`src/rtl/tl_pkg.sv`:
```
// tl_pkg: shared phase encoding, lamp codes and phase sequencing for the traffic-light controller
package tl_pkg;
    typedef enum logic [2:0] {NS_G, NS_Y, RED1, EW_G, EW_Y, RED2, NIGHT} phase_e;
    localparam logic [2:0] LAMP_R   = 3'b100;
    localparam logic [2:0] LAMP_Y   = 3'b010;
    localparam logic [2:0] LAMP_G   = 3'b001;
    localparam logic [2:0] LAMP_OFF = 3'b000;
    // NIGHT always leaves through RED2 so traffic restarts after all-red clearance
    function automatic phase_e next_phase(input phase_e p);
        case (p)
            NS_G:    return NS_Y;
            NS_Y:    return RED1;
            RED1:    return EW_G;
            EW_G:    return EW_Y;
            EW_Y:    return RED2;
            default: return NS_G;
        endcase
    endfunction
endpackage

```
`src/rtl/tl_bin2bcd.sv`:
```
// tl_bin2bcd: combinational binary (0..99) to two BCD digits
//   bin  : binary value
//   tens : bin / 10
//   ones : bin % 10
module tl_bin2bcd #(
    parameter int W = 7
) (
    input  logic [W-1:0] bin,
    output logic [3:0]   tens,
    output logic [3:0]   ones
);
    assign tens = 4'(bin / W'(10));
    assign ones = 4'(bin % W'(10));
endmodule

```
`src/rtl/tl_phase_ctrl.sv`:
```
// tl_phase_ctrl: two-way intersection phase sequencer with manual step and night flash
//   clk, rst       : clock, synchronous active-high reset
//   sec_tick       : 1 pulse per second
//   manual_en      : freeze countdown, step with adv_btn
//   adv_btn        : advance one phase in manual mode
//   night_en       : flashing-yellow mode (highest priority)
//   ns_light       : NS lamps {R,Y,G}
//   ew_light       : EW lamps {R,Y,G}
//   remain         : seconds left in current phase
//   remain_tens/_ones : BCD digits of remain
//   phase_chg      : pulse on every phase change
module tl_phase_ctrl
    import tl_pkg::*;
#(
    parameter int T_GREEN  = 25,
    parameter int T_YELLOW = 3,
    parameter int T_ALLRED = 2,
    parameter int CNT_W    = 7
) (
    input  logic             clk,
    input  logic             rst,
    input  logic             sec_tick,
    input  logic             manual_en,
    input  logic             adv_btn,
    input  logic             night_en,
    output logic [2:0]       ns_light,
    output logic [2:0]       ew_light,
    output logic [CNT_W-1:0] remain,
    output logic [3:0]       remain_tens,
    output logic [3:0]       remain_ones,
    output logic             phase_chg
);
    phase_e           state, state_n;
    logic [CNT_W-1:0] remain_n;
    logic             flash, flash_n;

    function automatic logic [CNT_W-1:0] dur(input phase_e p);
        return (p == NS_G || p == EW_G) ? CNT_W'(T_GREEN) :
               (p == NS_Y || p == EW_Y) ? CNT_W'(T_YELLOW) : CNT_W'(T_ALLRED);
    endfunction

    // {ns, ew}; lamps are registered from the next state so they change with it
    function automatic logic [5:0] lamps(input phase_e p, input logic f);
        case (p)
            NS_G:    return {LAMP_G, LAMP_R};
            NS_Y:    return {LAMP_Y, LAMP_R};
            EW_G:    return {LAMP_R, LAMP_G};
            EW_Y:    return {LAMP_R, LAMP_Y};
            NIGHT:   return f ? {LAMP_Y, LAMP_Y} : {LAMP_OFF, LAMP_OFF};
            default: return {LAMP_R, LAMP_R};
        endcase
    endfunction

    // reload at remain==1 wins over decrement, so remain never reaches 0 outside NIGHT
    always_comb begin
        state_n  = state;
        remain_n = remain;
        flash_n  = flash;
        if (night_en) begin
            if (state != NIGHT) begin
                state_n  = NIGHT;
                flash_n  = 1'b1;
                remain_n = '0;
            end else if (sec_tick) begin
                flash_n = ~flash;
            end
        end else if (state == NIGHT) begin
            state_n  = RED2;
            remain_n = dur(RED2);
            flash_n  = 1'b1;
        end else if (manual_en ? adv_btn : (sec_tick && remain == CNT_W'(1))) begin
            state_n  = next_phase(state);
            remain_n = dur(state_n);
        end else if (!manual_en && sec_tick) begin
            remain_n = remain - CNT_W'(1);
        end
    end

    always_ff @(posedge clk) begin
        if (rst) begin
            state                <= RED2;
            remain               <= CNT_W'(T_ALLRED);
            flash                <= 1'b1;
            phase_chg            <= 1'b0;
            {ns_light, ew_light} <= {LAMP_R, LAMP_R};
        end else begin
            state                <= state_n;
            remain               <= remain_n;
            flash                <= flash_n;
            phase_chg            <= state_n != state;
            {ns_light, ew_light} <= lamps(state_n, flash_n);
        end
    end

    tl_bin2bcd #(.W(CNT_W)) u_bcd (
        .bin  (remain),
        .tens (remain_tens),
        .ones (remain_ones)
    );
endmodule

```
`config.mk`:
```
export PLATFORM = sky130hd
export DESIGN_NAME = tl_phase_ctrl
export DESIGN_NICKNAME = d
export VERILOG_FILES = /design/src/rtl/tl_pkg.sv /design/src/rtl/tl_bin2bcd.sv /design/src/rtl/tl_phase_ctrl.sv
export SDC_FILE = /design/constraint.sdc
export NUM_CORES = 1
export LEC_CHECK = 0
export BUFFER_PORTS_ARGS = -buffer_cell sky130_fd_sc_hd__buf_4
export CAP_MARGIN = 15
export CORE_MARGIN = 1.5
export CORE_UTILIZATION = 34
export DETAILED_ROUTE_END_ITERATION = 7
export PLACE_DENSITY = 0.56
export SLEW_MARGIN = 20
export SYNTH_ARGS = -nofsm -noshare
export SYNTH_HDL_FRONTEND = slang
export SYNTH_HIERARCHICAL = 1
export SYNTH_SLANG_ARGS = --single-unit
```
`constraint.sdc`:
```
create_clock -name clk -period 3 [get_ports clk]
set_input_delay 0.45 -clock clk [delete_from_list [all_inputs] [get_ports clk]]
set_output_delay 0.45 -clock clk [all_outputs]
set_load 0.1 [all_outputs]
```
==> metrics.cfg, run 1 <==
[power]
p_clk_frac = 0.236
power_uw = 825
p_int_uw = 472
pwr-share-comb = 0.436
p_leak_nw = 0.748
power_density_nw_per_um2 = 454
ir_worst_vdd_uv = 206
switching_share = 0.429
p_sw_uw = 354
power.share.sequential = 0.329

[floorplan]
start_util = 0.358
die_x_um = 68.3
coreArea_um2 = 4060
io_pins = 28
fp-row-count = 23
die-area_um2 = 4670
die_height_um = 68.3

[sta]
setup_viol = 0
worst_pin_slew_ps = 517
hold_viol_final = 0
fmax_mhz = 345
relSlewSlack = 0.655
skew_ps = 7.61
period_share = 0.966
slew_viol_final = 0
rsz0062_at_grt = false
finalCriticalPeriod_ps = 2900

[yosys]
async_reset_ff_frac = 0
ys_warn_count = 6
synthTopCellsByArea = dfxtp_1, nand2_1, nor2_1, o21ai_0, nand2b_1
yosysTopAreaCell = dfxtp_1
syn_inst = 186
synth_nets = 195
ys.flop_type = dfxtp_1
synth_edf_count = 0
netlist.area_leader.share = 0.248
synth_seq_area_share = 0.248
ys_types = 56
synth_seq_cells = 18
syn_area_um2 = 1450
syn_avg_cell_area_um2 = 7.80

[clock_tree]
numCtsBuffers = 3
htree_levels = 1
cts_tree = built
cts_root_buf = clkbuf_8
clk_pin_slew_ps = 70
cts.sinks = 18
postCtsHoldBufs = 0
cts_buffer_depth = 2
clock_latency_ps = 250

[worst_setup_path]
start_kind = flip-flop
critPathKind = flip-flop to output port
critPathArrivalTime_ps = 2450
required_ps = 2550
crit_fanout = 17
end_kind = output port

[finish]
finalInstanceArea_um2 = 1820
drive_gt1_frac = 0.287
post-route-util = 0.448
nets = 219
fillerInstances = 409
antenna_cells = 0
fin_cells = 259
area_growth_syn_to_layout_pct = 25.3

[routing]
firstDrtPassIters = 4
drtIter0Drc = 86
num_vias = 1453
vias_per_cell = 5.61
ant_nets = 0
wl_per_cell_um = 13.8
routed_wl_um = 3570
drc = 0

[grt]
gr-total-overflow = 0
grt_max_degree = 19
antenna_found_initial = 0
grt_pass1_vias = 1362
grt_util_all_layers = 0.161
grt_pass1_wl_um = 5880

[job]
cap_violations = 0

[placed_design]
place_congestion = 0.816
place_area_um2 = 1740
hpwl_um = 2710
port_buffers = 27
dp.cells = 254

[status]
status = finished clean

[min_path]
hp-class = input port to flip-flop

==> layout make-up <==
| type | count | area (um2) | area share |
|---|---|---|---|
| multi-input combinational | 148 | 1050 | 0.579 |
| sequential | 18 | 377 | 0.207 |
| timing repair buffer | 30 | 238 | 0.131 |
| tap | 50 | 62.6 | 0.0344 |
| clock buffer | 4 | 55.1 | 0.0303 |
| inverter | 9 | 33.8 | 0.0186 |
==> layout by cell type (no fill, tap or decap), types with 2 or more instances in the layout <==
master	count
mux2i_1	3
dfxtp_4	4
a21boi_0	3
a21o_1	5
nand4bb_1	2
nor3_1	3
ha_1	2
o31ai_1	3
o21ai_1	3
nor2b_1	3
o21a_1	2
o2111ai_1	2
xnor2_1	2
o21ai_0	8
a31o_2	2
nand2_1	25
inv_1	7
clkbuf_8	4
nor2_1	13
nand3_1	7
a21oi_1	6
buf_4	29
nand3b_1	3
nand2b_1	7
or3_1	6
a211oi_1	3
a31oi_1	5
inv_2	2
dfxtp_1	13
==> critical path: stages, from the launching register on <==
cell and delay, ps:
dfxtp_4 410, or2b_1 320, xor2_1 190, o211ai_2 230, inv_2 90, ha_2 230
or3_1 410, o211ai_4 120, buf_12 200
==> worst paths after layout <==
check,from,endpoint,slack [ps],cells after the start
max,remain[3]$_SDFFE_PP0P_,remain_ones[1],100,8
max reg2reg,remain[1]$_SDFFE_PP1P_,ns_light[1]$_SDFF_PP0_,720,7
min,rst,ew_light[1]$_SDFF_PP0_,470,2
min reg2reg,remain[6]$_SDFFE_PP0P_,remain[6]$_SDFFE_PP0P_,540,1
==> flip-flops by register name, summed over array words and instances, names as in the netlist <==
| register | cells |
|---|---|
| state | 3 |
| ns_light | 3 |
| phase_chg | 1 |
| ew_light | 3 |
| remain | 7 |
| flash | 1 |
==> cells in the mapped netlist (all sizes together), types with 4 or more instances <==
cell type,n
a211oi,4
or3,6
clkbuf,7
o21ai,12
a31oi,5
buf,4
a21o,5
nand3,7
inv,9
nor2,13
nor3,4
mux2i,4
dfxtp,18
nand2,25
nand2b,8
a21oi,6
==> power by group through the flow <==
stage	clock network [mW]	logic (mW)	registers, mW
floorplan	0	0.219	0.342
global placement	0	0.344	0.277
detailed placement	0	0.348	0.278
CTS	0.202	0.360	0.271
global route	0.208	0.380	0.274
finish	0.194	0.359	0.271
==> cells by family (layout without fill, tap and decap cells) <==
logic type / Yosys count / in the layout / synth area share
muxes: 4 / 4 / 0.0276
adders and majority gates: 3 / 3 / 0.0259
xor gates and xnor gates: 3 / 3 / 0.0181
AOI/OAI and AO/OA: 57 / 57 / 0.303
and+or+nand+nor: 81 / 81 / 0.314
buffers and inverters: 20 / 43 / 0.0629
DFF: 18 / 18 / 0.248
==> through the flow <==
step,setup TNS (ps),hold slack (ps),setup slack [ps]
5_1_grt,0,483,4.74
4_1_cts,0,466,29.3
3_3_place_gp,0,522,254
6_report,0,473,103
3_5_place_dp,0,531,151
2_1_floorplan,-78.1,534,-39.3
==> metal layers <==
layer  part of all wire  GRT usage  up-vias
met4              0.012     0.0475        0
met3              0.039     0.0164        6
met5                  0          0        -
li1                   -          -      725
met1               0.46      0.197      686
met2               0.49      0.295       36
==> what timing repair did <==
| action | in CTS | in global routing |
|---|---|---|
| setup endpoints to repair | 1 | 2 |
| buffers inserted | 1 | 0 |
| resized for setup | 3 | 1 |
| cloned | 0 | 0 |
No activity file was read; power rests on OpenSTA's default activity.
==> inputs of run 2 (changes only) <==
- SYNTH_HIERARCHICAL: 1 -> default
==> metrics.cfg, run 2 <==
[sta]
worst_pin_slew_ps = 550  ; +33.0 ps
rsz0062_at_grt = true
period_share = 1.07  ; +0.108
skew_ps = 8.14  ; +0.534 ps
slew_viol_final = 0  ; unchanged
setup_viol = 4  ; +4
whs_ps = 431  ; -42.1 ps
finalCriticalPeriod_ps = 3220  ; +324 ps
relSlewSlack = 0.631  ; -0.0239
hold_viol_final = 0  ; unchanged
worst_slack_ps = -221  ; -324 ps
fmax_mhz = 310  ; -10%

[status]
violations = design-rule violations, negative setup slack
status = finished with violations

[worst_setup_path]
end_kind = output port
critPathArrivalTime_ps = 2770  ; +320 ps
start_kind = flip-flop
critPathKind = flip-flop to output port
crit_fanout = 5  ; -12
required_ps = 2550  ; about the same

[finish]
drive_gt1_frac = 0.386  ; +0.0988
regMostFlops = remain
final_cell_mix = buf_4, nor2_1, nand2_1
area_growth_syn_to_layout_pct = 38.2
antenna_cells = 0  ; unchanged
layout_commonest_cell = buf_4
fillerInstances = 421  ; +2.9%
largest_reg_flops = 7  ; unchanged
nets = 253  ; +16%

[floorplan]
die_height_um = 71.6  ; +4.8%
die_x_um = 71.6  ; +4.8%
die-area_um2 = 5130  ; +9.8%
fp-row-count = 24  ; +4.3%
io_pins = 28  ; unchanged
start_util = 0.360  ; +0.00239
coreArea_um2 = 4440  ; +9.5%

[grt]
grt_pass1_vias = 1525  ; +12%
antenna_found_initial = 0  ; unchanged
grt_pass1_wl_um = 7410  ; +26%
gr-total-overflow = 0  ; unchanged
grt_util_all_layers = 0.178  ; +0.0168
grt_max_degree = 18  ; -1

[yosys]
async_reset_ff_frac = 0  ; unchanged
netlist.area_leader.share = 0.225  ; -0.0231
syn_avg_cell_area_um2 = 7.96  ; +2.0%
synth_seq_area_share = 0.225  ; -0.0231
synth.most_common_cell = nor2_1
synth_nets = 212  ; +8.7%
synth_seq_cells = 18  ; unchanged
synthTopCellsByArea = dfxtp_1, nor2_1, nand2_1, ha_1, xnor2_1
yosysTopAreaCell = dfxtp_1
ys_warn_count = 0  ; -6
synth_edf_count = 0  ; unchanged
syn_area_um2 = 1600  ; +10%
syn_inst = 201  ; +8.1%
ys.flop_type = dfxtp_1
synth_common_cells = nor2_1, dfxtp_1, nand2_1
ys_types = 54  ; -3.6%

[routing]
vias_per_cell = 5.38  ; -4.1%
routed_wl_um = 4450  ; +25%
drtIter0Drc = 54  ; -37%
wl_per_cell_um = 15.2  ; +10%
ant_nets = 0  ; unchanged
firstDrtPassIters = 7  ; +3
num_vias = 1576  ; +8.5%
drc = 3  ; +3

[clock_tree]
cts.sinks = 18  ; unchanged
numCtsBuffers = 3  ; unchanged
clock_latency_ps = 250  ; about the same
cts_buffer_depth = 2  ; unchanged
cts_root_buf = clkbuf_8
cts_tree = built
clk_pin_slew_ps = 70  ; about the same
htree_levels = 1  ; unchanged

[placed_design]
hpwl_um = 2980  ; +9.9%
dpl_worst_slack_ps = 26.1  ; -125 ps
port_buffers = 27  ; unchanged
place_congestion = 0.823  ; +0.78%

[job]
cap_violations = 0  ; unchanged

[power]
p_leak_nw = 0.906  ; +21%
power_density_nw_per_um2 = 464  ; +2.3%
power_mw = 1.03  ; +24%
ir_worst_vdd_uv = 224  ; +8.7%

[min_path]
hp-class = input port to flip-flop

==> run 2: worst max-delay path, stage by stage, from the launching register on <==
cell and delay (ps):
dfxtp_4 370, nand2b_4 150, a32oi_2 180, o22ai_2 100
a31oi_2 180, ha_2 250, buf_6 120, nor2_2 30
a22o_1 210, a2111oi_4 420, buf_4 210, xnor2_4 120
buf_12 190
==> run 2: per-layer routing <==
metal,GRT usage,vias up,part of all wire
met1,0.255,735,0.51
met5,0,-,0
li1,-,805,-
met4,0.0294,0,0.0056
met2,0.292,32,0.45
met3,0.0211,4,0.035
==> run 2: cells by family (layout without fill, tap and decap cells) <==
family,after synthesis,count (layout),share of synthesized area
AO/OA/AOI/OAI,54,54,0.266
XOR/XNOR,10,10,0.0547
adder cells (fa/ha/maj),5,5,0.0391
buffers and inverters,27,67,0.0876
flip-flops,18,18,0.225
multiplexers,7,7,0.0469
AND/OR/NAND/NOR,80,80,0.281
==> run 2: final timing paths <==
kind	start	to	slack, ps	cells after the start
setup / recovery	remain[3]$_SDFFE_PP0P_	remain_ones[1]	-220	12
setup reg to reg	remain[1]$_SDFFE_PP1P_	ew_light[2]$_SDFF_PP1_	800	7
hold / removal	rst	ew_light[1]$_SDFF_PP0_	430	2
hold reg to reg	flash$_SDFF_PP1_	flash$_SDFF_PP1_	550	2
==> run 2: repair_timing <==
item	4_1_cts	5_1_grt
endpoints found under the setup margin	4	4
pin swaps	5	2
hold buffers	0	0
setup buffers	9	6
gates resized for setup	21	7
hold endpoints to repair	0	0
==> run 2: per-stage QoR <==
stage          area (um2)  cells  utilization  TNS (ps)
5_1_grt              2210    293        0.498     -1260
3_5_place_dp         1920    274        0.432         0
6_report             2210    293        0.498      -734
3_3_place_gp         1920    274        0.432         0
2_1_floorplan        1700    201            -     -2090
4_1_cts              2130    287        0.479      -260
==> run 2: area by class of cell <==
| class | count | area, um2 | area share |
|---|---|---|---|
| multi-input cells | 156 | 1220 | 0.554 |
| repair buffers | 54 | 454 | 0.205 |
| flip-flops and latches | 18 | 379 | 0.171 |
| well taps | 52 | 65.1 | 0.0294 |
| clock buffers | 4 | 55.1 | 0.0249 |
| inverters | 9 | 33.8 | 0.0153 |
==> run 2: where the power goes <==
part	leakage, nW	total (mW)	internal (mW)	switching, mW
combinational	0.725	0.556	0.205	0.351
sequential	0.152	0.272	0.251	0.0206
clock	0.0288	0.199	0.116	0.0824
==> inputs of run 3 (changes only) <==
- CAP_MARGIN: 15 -> 20
- CTS_BUF_LIST: default -> sky130_fd_sc_hd__clkbuf_4
- RECOVER_POWER: default -> 25
==> metrics.cfg, run 3 (synthesis results as in run 2) <==
[worst_setup_path]
crit_fanout = 5  ; unchanged
start_kind = flip-flop
critPathArrivalTime_ps = 2830  ; +60 ps
critical-path-slowest-cell = a2111oi_4
required_ps = 2550  ; about the same
cpPeakStageDelay_ps = 430  ; about the same
ff2ff_setup_slack_ps = 800  ; about the same
end_kind = output port
r2r-start = remain[1]$_SDFFE_PP1P_
cp_cell_sequence = nand2b_4, a32oi_2, o22ai_2, a31oi_2, ha_2, buf_6, nor2_2, a22o_1, a2111oi_4, buf_4, xnor2_4, buf_12
critPathKind = flip-flop to output port
r2r_end = ew_light[2]$_SDFF_PP1_
reg2regPathDepth = 7  ; unchanged

[min_path]
min_to = ew_light[1]$_SDFF_PP0_
hp-class = input port to flip-flop
worstHoldPathCells = 2  ; unchanged
hold_path_startpoint = rst

[sta]
relSlewSlack = 0.220  ; -0.411
whs_ps = 382  ; -49.1 ps
period_share = 1.09  ; +0.0188
worst_slack_ps = -278  ; -56.4 ps
finalCriticalPeriod_ps = 3280  ; +56.4 ps
skew_ps = 13.3  ; +5.13 ps
fmax_mhz = 305  ; -1.7%
hold_viol_final = 0  ; unchanged
setup_viol = 4  ; unchanged
slew_viol_final = 0  ; unchanged
rsz0062_at_grt = true
worst_pin_slew_ps = 1170  ; +625 ps

[grt]
grt_pass1_wl_um = 7350  ; -0.84%
antenna_found_initial = 0  ; unchanged
grt_pass1_vias = 1504  ; -1.4%
grt_util_all_layers = 0.175  ; -0.00293
gr-total-overflow = 0  ; unchanged
grt_max_degree = 18  ; unchanged

[routing]
ant_nets = 0  ; unchanged
drc = 3  ; unchanged
wl_per_cell_um = 15.1  ; -0.47%
num_vias = 1572  ; -0.25%
drtIter0Drc = 68  ; +26%
routed_wl_um = 4410  ; -0.81%
vias_per_cell = 5.38  ; about the same
firstDrtPassIters = 6  ; -1

[placed_design]
dpl_worst_slack_ps = 26.1  ; unchanged
place_area_um2 = 1920  ; unchanged
hpwl_um = 2980  ; unchanged
port_buffers = 27  ; unchanged
place_congestion = 0.823  ; unchanged

[clock_tree]
clock_latency_ps = 300  ; +50 ps
htree_levels = 1  ; unchanged
cts_root_buf = clkbuf_4
cts_buffer_depth = 2  ; unchanged
cts.sinks = 18  ; unchanged
numCtsBuffers = 3  ; unchanged
postCtsHoldBufs = 0  ; unchanged
cts_tree = built
clk_pin_slew_ps = 110  ; +40 ps

[finish]
layout_commonest_cell = buf_4
drive_gt1_frac = 0.346  ; -0.0401
regMostFlops = remain
antenna_cells = 0  ; unchanged
final_cell_mix = buf_4, nor2_1, nand2_1
area_growth_syn_to_layout_pct = 33.9
largest_reg_flops = 7  ; unchanged
finalInstanceArea_um2 = 2140  ; -3.1%
fillerInstances = 434  ; +3.1%
nets = 252  ; -0.40%

[power]
pwr-share-comb = 0.579  ; +0.038
p_sw_uw = 446  ; -1.8%
p_leak_nw = 0.860  ; -5.1%
ir_worst_vdd_uv = 210  ; -6.4%
power_density_nw_per_um2 = 440  ; -5.3%
power.share.sequential = 0.288  ; +0.023
p_clk_frac = 0.132  ; -0.062
switching_share = 0.474  ; +0.0312
p_int_uw = 496  ; -13%

[status]
violations = design-rule violations, negative setup slack
status = finished with violations

[floorplan]
die_height_um = 71.6  ; unchanged
io_pins = 28  ; unchanged
coreArea_um2 = 4440  ; unchanged
start_util = 0.360  ; unchanged
fp-row-count = 24  ; unchanged
die-area_um2 = 5130  ; unchanged
die_x_um = 71.6  ; unchanged

[job]
cap_violations = 0  ; unchanged

## run 3: worst max path at each step
| stage | start | endpoint | slack (ps) | cells after the start |
|---|---|---|---|---|
| floorplan | remain[5]$_SDFFE_PP0P_ | remain_ones[2] | -710 | 12 |
| global placement | remain[3]$_SDFFE_PP0P_ | remain_ones[1] | 60 | 11 |
| detailed placement | remain[3]$_SDFFE_PP0P_ | remain_ones[1] | 30 | 11 |
| CTS | remain[5]$_SDFFE_PP0P_ | remain_ones[1] | -160 | 11 |
| global route | remain[5]$_SDFFE_PP0P_ | remain_ones[1] | -410 | 12 |
| finish | remain[3]$_SDFFE_PP0P_ | remain_ones[1] | -280 | 12 |
## run 3: area by class of cell
type / count / area (um2) / share of cell area
timing repair buffer: 53 / 420 / 0.196
sequential: 18 / 379 / 0.177
multi-input combinational: 156 / 1220 / 0.569
clock inverter: 1 / 3.75 / 0.00175
clock buffer: 3 / 22.5 / 0.0105
tap: 52 / 65.1 / 0.0304
inverter: 9 / 33.8 / 0.0158
## run 3: stage by stage
step / cells / total power, mW / utilization / TNS, ps
global route: 292 / 0.986 / 0.482 / -1480
floorplan: 201 / 0.667 / - / -2090
detailed placement: 274 / 0.755 / 0.432 / 0
global placement: 274 / 0.754 / 0.432 / 0
finish: 292 / 0.942 / 0.482 / -968
CTS: 286 / 0.929 / 0.470 / -457
## run 3: critical path, delay by kind of cell, from the launching register on
kind | cells | cell delay, ps
compound gates | 5 | 1100
flops | 1 | 380
buf+inv | 3 | 520
fa+ha+maj | 1 | 250
xor+xnor | 1 | 120
simple gates | 2 | 180
## run 3: power groups by stage
| stage | registers (mW) | clock network, mW | logic (mW) |
|---|---|---|---|
| after floorplan | 0.352 | 0 | 0.315 |
| after global placement | 0.275 | 0 | 0.478 |
| after detailed placement | 0.275 | 0 | 0.479 |
| after CTS | 0.270 | 0.131 | 0.528 |
| after global routing | 0.274 | 0.137 | 0.575 |
| final | 0.272 | 0.125 | 0.546 |
## run 3: per-layer routing
metal  vias up  track usage  wire [um]
li1        803            -          -
met3         4       0.0169        160
met1       730        0.253       2230
met4         0       0.0294         23
met2        35        0.287       1990
met5         -            0          0
## run 3: repair_timing
item                                    CTS  global route
endpoints found under the hold margin     0             0
gates resized for setup                  21             6
pin swaps                                 5             2
endpoints found under the setup margin    4             4
buffers inserted                          8             6
